<file path="src/rtl/fetch_queue_pkg.sv">
// Shared fetch-side types and the default fetch queue depth.
// The package keeps the historical name C so existing importers stay valid.
package C;

  // Default number of entries in the fetch queue.
  localparam int FETCH_QUEUE_DEPTH = 4;

  // One fetched instruction: its pc and the raw instruction word.
  typedef struct packed {
    logic [31:0] pc;
    logic [31:0] instr;
  } fetch_data_t;

  // Read/write pointer for the default depth; the MSB is the wrap bit.
  typedef logic [$clog2(FETCH_QUEUE_DEPTH):0] fq_ptr_t;

endpackage

</file>
<file path="src/rtl/fetch_queue.sv">
// fetch_queue: elastic in-order buffer between fetch and decode.
// Circular array with wrap-bit pointers; a flush drops every buffered entry.
// Optional macro FETCH_QUEUE_BYPASS_EN forwards in_i straight to out_o when
// the queue is empty and decode is ready, giving a zero-cycle path.
module fetch_queue
  import C::*;
#(
  parameter int DEPTH = FETCH_QUEUE_DEPTH
) (
  input  logic                       clk,
  input  logic                       rst,
  input  logic                       flush_i,
  input  fetch_data_t                in_i,
  input  logic                       in_i_valid,
  output logic                       in_i_ready,
  output fetch_data_t                out_o,
  output logic                       out_o_valid,
  input  logic                       out_o_ready,
  output logic [$clog2(DEPTH):0]     count_o
);

  localparam int IW = $clog2(DEPTH);
  localparam int PW = IW + 1;

  typedef logic [PW-1:0] ptr_t;

  localparam ptr_t PtrOne = ptr_t'(1);

  ptr_t        wr_ptr_q, wr_ptr_d;
  ptr_t        rd_ptr_q, rd_ptr_d;
  fetch_data_t mem_q [DEPTH];

  logic empty;
  logic full;
  logic bypass;
  logic push;
  logic pop;

  assign empty = (wr_ptr_q == rd_ptr_q);
  assign full  = (wr_ptr_q[IW-1:0] == rd_ptr_q[IW-1:0]) &&
                 (wr_ptr_q[IW] != rd_ptr_q[IW]);

`ifdef FETCH_QUEUE_BYPASS_EN
  assign bypass = empty && in_i_valid && out_o_ready && !flush_i && !rst;
  assign out_o  = bypass ? in_i : mem_q[rd_ptr_q[IW-1:0]];
`else
  assign bypass = 1'b0;
  assign out_o  = mem_q[rd_ptr_q[IW-1:0]];
`endif

  // Ready ignores a same-cycle pop so out_o_ready never reaches in_i_ready.
  assign in_i_ready  = !full && !flush_i && !rst;
  assign out_o_valid = (!empty || bypass) && !flush_i && !rst;

  // A bypassed entry goes straight through and never touches the array.
  assign push = in_i_valid && in_i_ready && !bypass;
  assign pop  = out_o_valid && out_o_ready && !bypass;

  // The count is forced to zero while reset is asserted.
  assign count_o = rst ? '0 : (wr_ptr_q - rd_ptr_q);

  // Next-state pointer arithmetic; flush and reset both send pointers home.
  always_comb begin
    wr_ptr_d = wr_ptr_q;
    rd_ptr_d = rd_ptr_q;
    if (rst || flush_i) begin
      wr_ptr_d = '0;
      rd_ptr_d = '0;
    end else begin
      if (push) wr_ptr_d = wr_ptr_q + PtrOne;
      if (pop)  rd_ptr_d = rd_ptr_q + PtrOne;
    end
  end

  // Pointer registers with synchronous reset.
  always_ff @(posedge clk) begin
    if (rst) begin
      wr_ptr_q <= '0;
      rd_ptr_q <= '0;
    end else begin
      wr_ptr_q <= wr_ptr_d;
      rd_ptr_q <= rd_ptr_d;
    end
  end

  // Storage array; contents are deliberately left unreset.
  always_ff @(posedge clk) begin
    if (push) mem_q[wr_ptr_q[IW-1:0]] <= in_i;
  end

`ifndef SYNTHESIS
  // Shadow sequence tags that prove every entry leaves in arrival order.
  logic [31:0] tag_q [DEPTH];
  logic [31:0] push_seq_q;
  logic [31:0] pop_seq_q;

  // Tag each entry on push and compare against the expected tag on pop.
  always_ff @(posedge clk) begin
    if (rst) begin
      push_seq_q <= '0;
      pop_seq_q  <= '0;
    end else if (flush_i) begin
      pop_seq_q <= push_seq_q;
    end else begin
      if (push) tag_q[wr_ptr_q[IW-1:0]] <= push_seq_q;
      if (push || bypass) push_seq_q <= push_seq_q + 32'd1;
      if (pop || bypass) pop_seq_q <= pop_seq_q + 32'd1;
      if (pop) begin
        a_order : assert (tag_q[rd_ptr_q[IW-1:0]] == pop_seq_q);
      end
    end
  end

  a_no_push_full : assert property (@(posedge clk) disable iff (rst)
    push |-> !full);

  a_no_pop_empty : assert property (@(posedge clk) disable iff (rst)
    pop |-> !empty);

  a_out_stable : assert property (@(posedge clk) disable iff (rst)
    (out_o_valid && !out_o_ready && !flush_i) |=>
      (rst || flush_i || (out_o_valid && $stable(out_o))));
`endif

endmodule

</file>
<file path="config.mk">
export PLATFORM = sky130hd
export DESIGN_NAME = fetch_queue
export DESIGN_NICKNAME = d
export VERILOG_FILES = /design/src/rtl/fetch_queue_pkg.sv /design/src/rtl/fetch_queue.sv
export SDC_FILE = /design/constraint.sdc
export NUM_CORES = 1
export LEC_CHECK = 0
export CAP_MARGIN = 20
export CORE_UTILIZATION = 49
export CTS_CLUSTER_DIAMETER = 100
export DETAILED_ROUTE_END_ITERATION = 16
export GPL_TIMING_DRIVEN = 0
export PLACE_DENSITY = 0.77
export SYNTH_ARGS = -nofsm -noshare
export SYNTH_HDL_FRONTEND = slang
export SYNTH_SLANG_ARGS = --single-unit
export TNS_END_PERCENT = 50
</file>
<file path="constraint.sdc">
create_clock -name clk -period 3.4 [get_ports clk]
set_clock_uncertainty 0.05 [all_clocks]
set_input_delay 0.51 -clock clk [delete_from_list [all_inputs] [get_ports clk]]
set_output_delay 0.51 -clock clk [all_outputs]
set_load 0.01 [all_outputs]
</file>
# After elaboration in Yosys (flattened, before gate mapping)
# Memories as Yosys holds them, arrays and structs flattened. A register that Yosys moved wholly into a read port is not among the register bits.
# Index checks and enable logic that the tools add are counted.
dict set report totals {
  mem_count 1
  ramBits 256
  word_cells 27
  regBits 6
  output_inout_bits 69
  inputBits 69
}
dict set report classes {
  addsub 3
  reduce_logical 13
  n_mux 5
  n_eq_ne 3
}
# memory depth word_bits rd rd_clocked_by_memory_dff wr line_no
set memory_table {}
lappend memory_table {mem_q 4 64 1 1 1 fetch_queue.sv:31} ;# fetch_data_t mem_q [DEPTH];
# operator count
set op_table {}
lappend op_table {{$logic_and A1 B1 Y1} 7}
lappend op_table {{$add A3 B1 Y3 const B} 2}
lappend op_table {{$logic_not A1 Y1} 4}
lappend op_table {{$mux W2} 2}
lappend op_table {{$eq A3 B3 Y1} 1}
lappend op_table {{$mux W3} 1}
lappend op_table {{$sub A3 B3 Y3} 1}
lappend op_table {{$eq A2 B2 Y1} 1}
lappend op_table {{$mux W1} 2}
lappend op_table {{$reduce_or A2 Y1} 1}
lappend op_table {{$logic_or A1 B1 Y1} 1}
lappend op_table {{$ne A1 B1 Y1} 1}

# Longest topological paths before layout
dict set report depth {
  ltp_word 8
  mapped_depth 6
  ltp_nobuf 6
}

# Worst setup path after synthesis
# No wires, ideal clock.
dict set report synth_path {
  path_type {flip-flop to flip-flop}
  start {reg wr_ptr_q[0]}
  end {mem mem_q[0][0] in the netlist's numbering (enable)}
  synth_period_minus_slack_ps 3170
  setup_slack_ps 230
  t_arrival_ps 2691
  t_required_ps 2921
  stages_incl_launch_ff 6
  n_path_buf 0
  setup_ps 429
  cell_sequence {dfxtp_1 -> inv_1 -> ha_1 -> nand2_1 -> o211a_1 -> and2_1}
}
dict set report synth_between {
  elab_chain_cells 8
}
# item line_no
set synth_rtl {}
lappend synth_rtl {{start, declared} fetch_queue.sv:29} ;# ptr_t wr_ptr_q, wr_ptr_d;
lappend synth_rtl {{start signal, assigned} fetch_queue.sv:81} ;# wr_ptr_q <= wr_ptr_d;
lappend synth_rtl {{$eq A2 B2 Y1} fetch_queue.sv:40} ;# assign full = (wr_ptr_q[IW-1:0] == rd_ptr_q[IW-1:0]) &&
lappend synth_rtl {{$logic_and A1 B1 Y1} fetch_queue.sv:40}
lappend synth_rtl {{$logic_not A1 Y1} fetch_queue.sv:52} ;# assign in_i_ready = !full && !flush_i && !rst;
lappend synth_rtl {{$logic_and A1 B1 Y1 (2 in series)} fetch_queue.sv:52}
lappend synth_rtl {{$logic_and A1 B1 Y1} fetch_queue.sv:56} ;# assign push = in_i_valid && in_i_ready && !bypass;
lappend synth_rtl {{$mux W1} fetch_queue.sv:88} ;# if (push) mem_q[wr_ptr_q[IW-1:0]] <= in_i;
lappend synth_rtl {{$mux W1 (implied by the code)} fetch_queue.sv:88}
lappend synth_rtl {{end, declared} fetch_queue.sv:31}
# Several ways; a longest one is shown, not always the timed one.

==> results.toml <==
[outcome]
status = "finished clean"

[final_layout]
stdcell_area_sq_um = 12400
syn2layout_area_growth_pct = 27.1
n_fill_cell = 1287
diodes = 0
post-route-util_pct = 63.7
drive_gt1_share_pct = 22.5
final_cells = 843
fin_nets = 638

[critical_path]
worstPathMaxFanout = 10
crit_required_ps = 2840
cp_cell_sequence = "clkbuf_2 -> buf_1 -> mux4_2 -> clkdlybuf4s50_1"
cp.arrival_ps = 2550
slowest_stage = "buf_1"
cp-end-kind = "output pin"
crit_path_max_incr_delay_ps = 540
path_class = "reg -> out"
startpoint_type = "register"

[drt]
detail-route-antenna-nets = 0
finalWirelength_mm = 17.2
num_vias = 4517
dr.pass1.iters = 4
viasPerCell = 5.36
detail_route.wl_per_cell_um = 20.4
drtIter0Drc = 256
drcViolationCount = 0

[floorplanning]
row_count = 51
ios = 138
start_util_pct = 50.1
die_w_um = 143
coreArea_sq_um = 19500
die_area_sq_um = 20500
fp.dieH_um = 143

[timing]
tightest_slew_ps = 635
setup_tns_ps = 0
min_period_over_period_pct = 91.4
relSlewSlack_pct = 57.7
fin_crit_ps = 3110
max_freq_mhz = 322
rsz0062_at_grt = "no"
hold_viol_final = 0
setup_violations = 0
slew_violations = 0

[global_routing]
antenna_found_initial = 0
grt_start_max_net_pins = 34
overflow = 0
track_usage_pct = 17.2
grt_pass1_wl_mm = 26.3
grt_pass1_vias = 4814

[clock_network]
h-tree-depth = 1
clk_latency_ps = 510
numCtsBuffers = 27
cts-hold-fix-buffers = 0
cts.path.max_buffers = 3
clock_sinks = 264
postCtsSetupBuffers = 0
clkTransAtPathRegs_ps = 60
cts_resized = 0
clock-root-buffer = "clkbuf_16"
tritoncts = "yes"

[pwr]
leakagePower_uw = 0.00394
p_switching_uw = 1290
p_sw_share_pct = 19.2
power.ir.vdd_worst_v = 0.000425
power_frac_clock_pct = 41.6
p_comb_share_pct = 4.7
p_per_area_nw_per_um2 = 543
seqPwrFrac_pct = 53.7
p_int_uw = 5440

[job]
max-cap-violations = 0

[yosys]
synth_seq_cells = 264
synth_cells = 391
syn_area_per_cell_sq_um = 24.9
ys_seq_area_share_pct = 80.5
ys_types = 28
synth.cell_area_sq_um = 9750
ys_warn_count = 0
syn_nets = 468

[place]
hpwl_mm = 10.7
port_buffers = 137
gp_congestion = 0.752
dpl-instance-area_sq_um = 11500
placedCellCount = 797

[min_path]
hp-class = "reg -> reg"
## worst paths after layout
kind	from	to	slack, ps	cells after the start
worst max register to register	wr_ptr_q[0]	mem_q[0][40]	840	6
worst min register to register	wr_ptr_q[0]	wr_ptr_q[0]	460	2
worst max-delay path	register	out_o[17]	290	4
worst min-delay path	wr_ptr_q[0]	wr_ptr_q[0]	460	2
## cells by family after synthesis
family                   share of synthesized area (%)
flip-flops                                        80.5
AO/OA/AOI/OAI                                    0.757
AND/OR/NAND/NOR                                  0.950
adder cells (fa/ha/maj)                           1.10
XOR/XNOR                                         0.270
multiplexers                                      15.3
buffers and inverters                             1.12
## routing by layer
metal / vias to the layer above / global-route usage (%) / share of wire, %
li1: 2007 / - / -
met1: 2350 / 23.2 / 43
met3: 23 / 3.72 / 6.0
met4: 0 / 4.47 / 1.7
met5: - / 0 / 0
met2: 137 / 28.3 / 50
## flip-flops by register name, indices dropped and copies added, names as in the netlist, named ones only
name and cells:
rd_ptr_q 3, wr_ptr_q 3, mem_q 256
## power by group through the flow
stage                     Sequential (uW)  Clock (uW)  Combinational, uW
final                                3620        2800                315
after global routing                 3620        2990                336
after CTS                            3620        2860                318
after detailed placement             3680           0                317
after global placement               3690           0                302
after floorplan                      3680           0                111
## synthesized netlist by cell type (all sizes together)
cell,number,area share (%)
edfxtp,256,79
mux4,64,15
buf,13,0.80
dfxtp,8,1.6
ha,7,0.90
inv,7,0.27
mux2i,5,0.51
nand2,5,0.19
and2,3,0.19
nor2,3,0.12
o2111ai,3,0.27
a31oi,2,0.13
xnor2,2,0.18
a211o,1,0.10
and2b,1,0.090
clkbuf,1,0.051
fa,1,0.21
nand3,1,0.051
nor2b,1,0.064
o211a,1,0.10
o21a,1,0.077
o31ai,1,0.077
or2,1,0.090
or3,1,0.077
or4,1,0.077
xor2,1,0.090
## cells in the final DEF (no fill, tap or decap), types with 2 or more instances in the layout
cell,count
dfxtp_1,8
inv_6,2
inv_1,6
edfxtp_1,256
clkbuf_16,27
buf_2,5
mux4_2,64
nor2_1,3
buf_1,2
buf_4,6
a31oi_1,2
ha_1,7
clkinv_1,2
o2111ai_1,3
and2_4,3
clkdlybuf4s50_1,137
buf_12,4
clkbuf_1,2
bufinv_16,2
mux2i_1,5
clkbuf_8,2
xnor2_1,2
clkinv_2,8
nand2_1,5
## worst max-delay path: cells and delay by family, from the launching register on
family / cells / cell delay (ps)
buffers and inverters: 3 / 1330
muxes: 1 / 420
DFF: 1 / 300
## metrics by stage
| step | worst slack [ps] | power, uW | hold slack (ps) |
|---|---|---|---|
| 6_report | 292 | 6730 | 464 |
| 5_1_grt | 149 | 6940 | 485 |
| 4_1_cts | 190 | 6790 | 470 |
| 3_5_place_dp | 360 | 4000 | 447 |
| 3_3_place_gp | -1490 | 3990 | 432 |
| 2_1_floorplan | 230 | 3800 | 421 |
## area by class of cell
type	instances	area (sq um)	share of cell area, %
Buffer	14	82.6	0.667
Clock buffer	31	711	5.74
Clock inverter	15	136	1.10
Inverter	7	28.8	0.232
Multi-Input combinational cell	106	1800	14.5
Sequential cell	264	7850	63.3
Tap cell	265	332	2.68
Timing Repair Buffer	141	1450	11.7
(Power assumes the default switching activity.)
==> edit, RTL diff (same settings) <==
Put a register stage on the output `count_o`, without a reset. The value now appears one clock later. The other outputs are not delayed to match.
--- a/src/rtl/fetch_queue.sv
+++ b/src/rtl/fetch_queue.sv
@@ -57,7 +57,9 @@
   assign pop  = out_o_valid && out_o_ready && !bypass;
 
   // The count is forced to zero while reset is asserted.
-  assign count_o = rst ? '0 : (wr_ptr_q - rd_ptr_q);
+  always_ff @(posedge clk) begin
+    count_o <= rst ? '0 : (wr_ptr_q - rd_ptr_q);
+  end
 
   // Next-state pointer arithmetic; flush and reset both send pointers home.
   always_comb begin
Formal check against the unedited RTL: not equivalent (a bounded check fails within 4 cycles, from zero or initial values and one cycle with rst high).
==> edit against the unedited design <==
Synthesized area rose by 0.62%. Count of clock-buffer cells in the layout fell by 2. Routed wire length rose by 2.3%. Cell area rose by 1.2%. Critical path type unchanged. Critical endpoint is now out_o[51]. Total power rose by 3.5%. Setup slack got worse by 23 ps. Core utilization rose by 0.58 points. First-iteration DRC count rose by 13%. Sequential cell count rose by 3. Die area rose by 0.61%.
==> edit: results (changes against the unedited design) <==
status: "complete, no violations"
path_delay_family: "buffers and inverters"
vdd_drop_max_mv: 0.458  # +7.8%
grt_max_degree: 59  # +74%
globalplace.congestion: 0.750  # -0.29%
place_inst: 800  # +0.38%
dr.pass1.iters: 4  # unchanged
port_buffers: 137  # unchanged
largest_register_ffs: 256  # unchanged
worstPathArrival_ps: 2570  # +20 ps
ys_seq_area_share_pct: 80.6  # +0.12 points
drive_above_1_share_pct: 21.9  # -0.57 points
synth.area.top_cells: "edfxtp_1, mux4_2, dfxtp_1"
grt_use_total_pct: 17.5  # +0.39 points
synth_flop_cell: "edfxtp_1"
synth_fp_nets: 471  # +0.64%
max_stage_delay_ps: 540  # about the same
root_buffer: "clkbuf_16"
ys_types: 28  # unchanged
crit_fanout: 10  # unchanged
hold_class: "register to register"
synth.avg_cell_area_um2: 24.9  # -0.15%
dp_slack_ps: 422  # +61.4 ps
relSlewSlack_pct: 57.9  # +0.20 points
fin_nets: 641  # +0.47%
via_count: 4561  # +0.97%
antenna_found_initial: 1  # +1
crit_path_top_delay_cell: "buf_1"
synth_common_cells: "edfxtp_1, mux4_2, dfxtp_1"
leakage_nw: 3.99  # +1.3%
cts_buffer_depth: 3  # unchanged
post_cts_resized: 0  # unchanged
worstSkewPairLatency_ps: 510  # about the same
grt_pass1_vias: 4901  # +1.8%
yosys_warnings: 0  # unchanged
viasPerCell: 5.37  # +0.14%
wl_per_cell_um: 20.7  # +1.4%
cts_buffers: 27  # unchanged
clk_pin_slew_ps: 60  # about the same
hpwl_um: 10500  # -1.9%
synth-edff-count: 256  # unchanged
h-tree-depth: 1  # unchanged
post_cts_buffers: 0  # unchanged
grt_pass1_wl_um: 26800  # +1.9%
drtIter0Drc: 288  # +13%
async_reset_ff_share_pct: 0  # unchanged
-- edit: changes by cell type in the layout (fill, tap and decap cells not counted), sizes merged --
cell	delta
clkbuf	-2
diode	+1
bufinv	+3
dfxtp	+3
clkinv	+2
inv	-2
clkinvlp	+2
-- edit: per-layer routing --
metal,vias to the layer above,routed length (µm),global-route usage [%]
met4,0,242,4.31
met5,-,0,0
met2,154,8630,28.9
met3,23,1220,4.43
li1,2023,-,-
met1,2361,7530,23.6
-- edit: where the power goes --
part | switching [mW] | total, mW | internal (mW)
sequential | 0.00944 | 3.65 | 3.64
combinational | 0.133 | 0.318 | 0.185
clock | 1.17 | 2.99 | 1.83
-- edit: metrics by stage --
| step | hold WS [ps] | area, µm² | total power [mW] |
|---|---|---|---|
| after detailed placement | 443 | 11600 | 4.04 |
| after global placement | 434 | 11500 | 4.03 |
| final | 461 | 12500 | 6.96 |
| after global routing | 475 | 12500 | 7.20 |
| after floorplan | 421 | 9810 | 3.83 |
| after CTS | 457 | 12500 | 7.03 |
-- edit: area by class of cell --
cell class	instances	area, µm²
antenna	1	2.50
buffer	14	82.6
clock buffer	29	683
clock inverter	20	225
fill	1303	6980
inverter	7	28.8
multi-input combinational	106	1800
sequential	267	7910
tap	265	332
timing repair buffer	141	1480
-- edit: kinds of logic (layout without fill, tap and decap cells) --
family	after synthesis	after routing	share of synthesized area, %
mux	69	69	15.2
simple gates	17	17	0.944
fa+ha+maj	8	8	1.10
compound gates	9	9	0.753
other cells	0	1	0
flops	267	267	80.6
buf+inv	21	211	1.11
xor+xnor	3	3	0.268
-- edit: final timing paths --
kind	end	start	slack (ps)	depth (start not counted)
setup / recovery	out_o[51]	register	270	4
hold / removal	wr_ptr_q[2]$_SDFFE_PP0P_	wr_ptr_q[2]$_SDFFE_PP0P_	460	1
hold reg to reg	wr_ptr_q[2]$_SDFFE_PP0P_	wr_ptr_q[2]$_SDFFE_PP0P_	460	1
setup reg to reg	mem_q[1][40]$_DFFE_PP_	wr_ptr_q[0]$_SDFFE_PP0P_	890	6
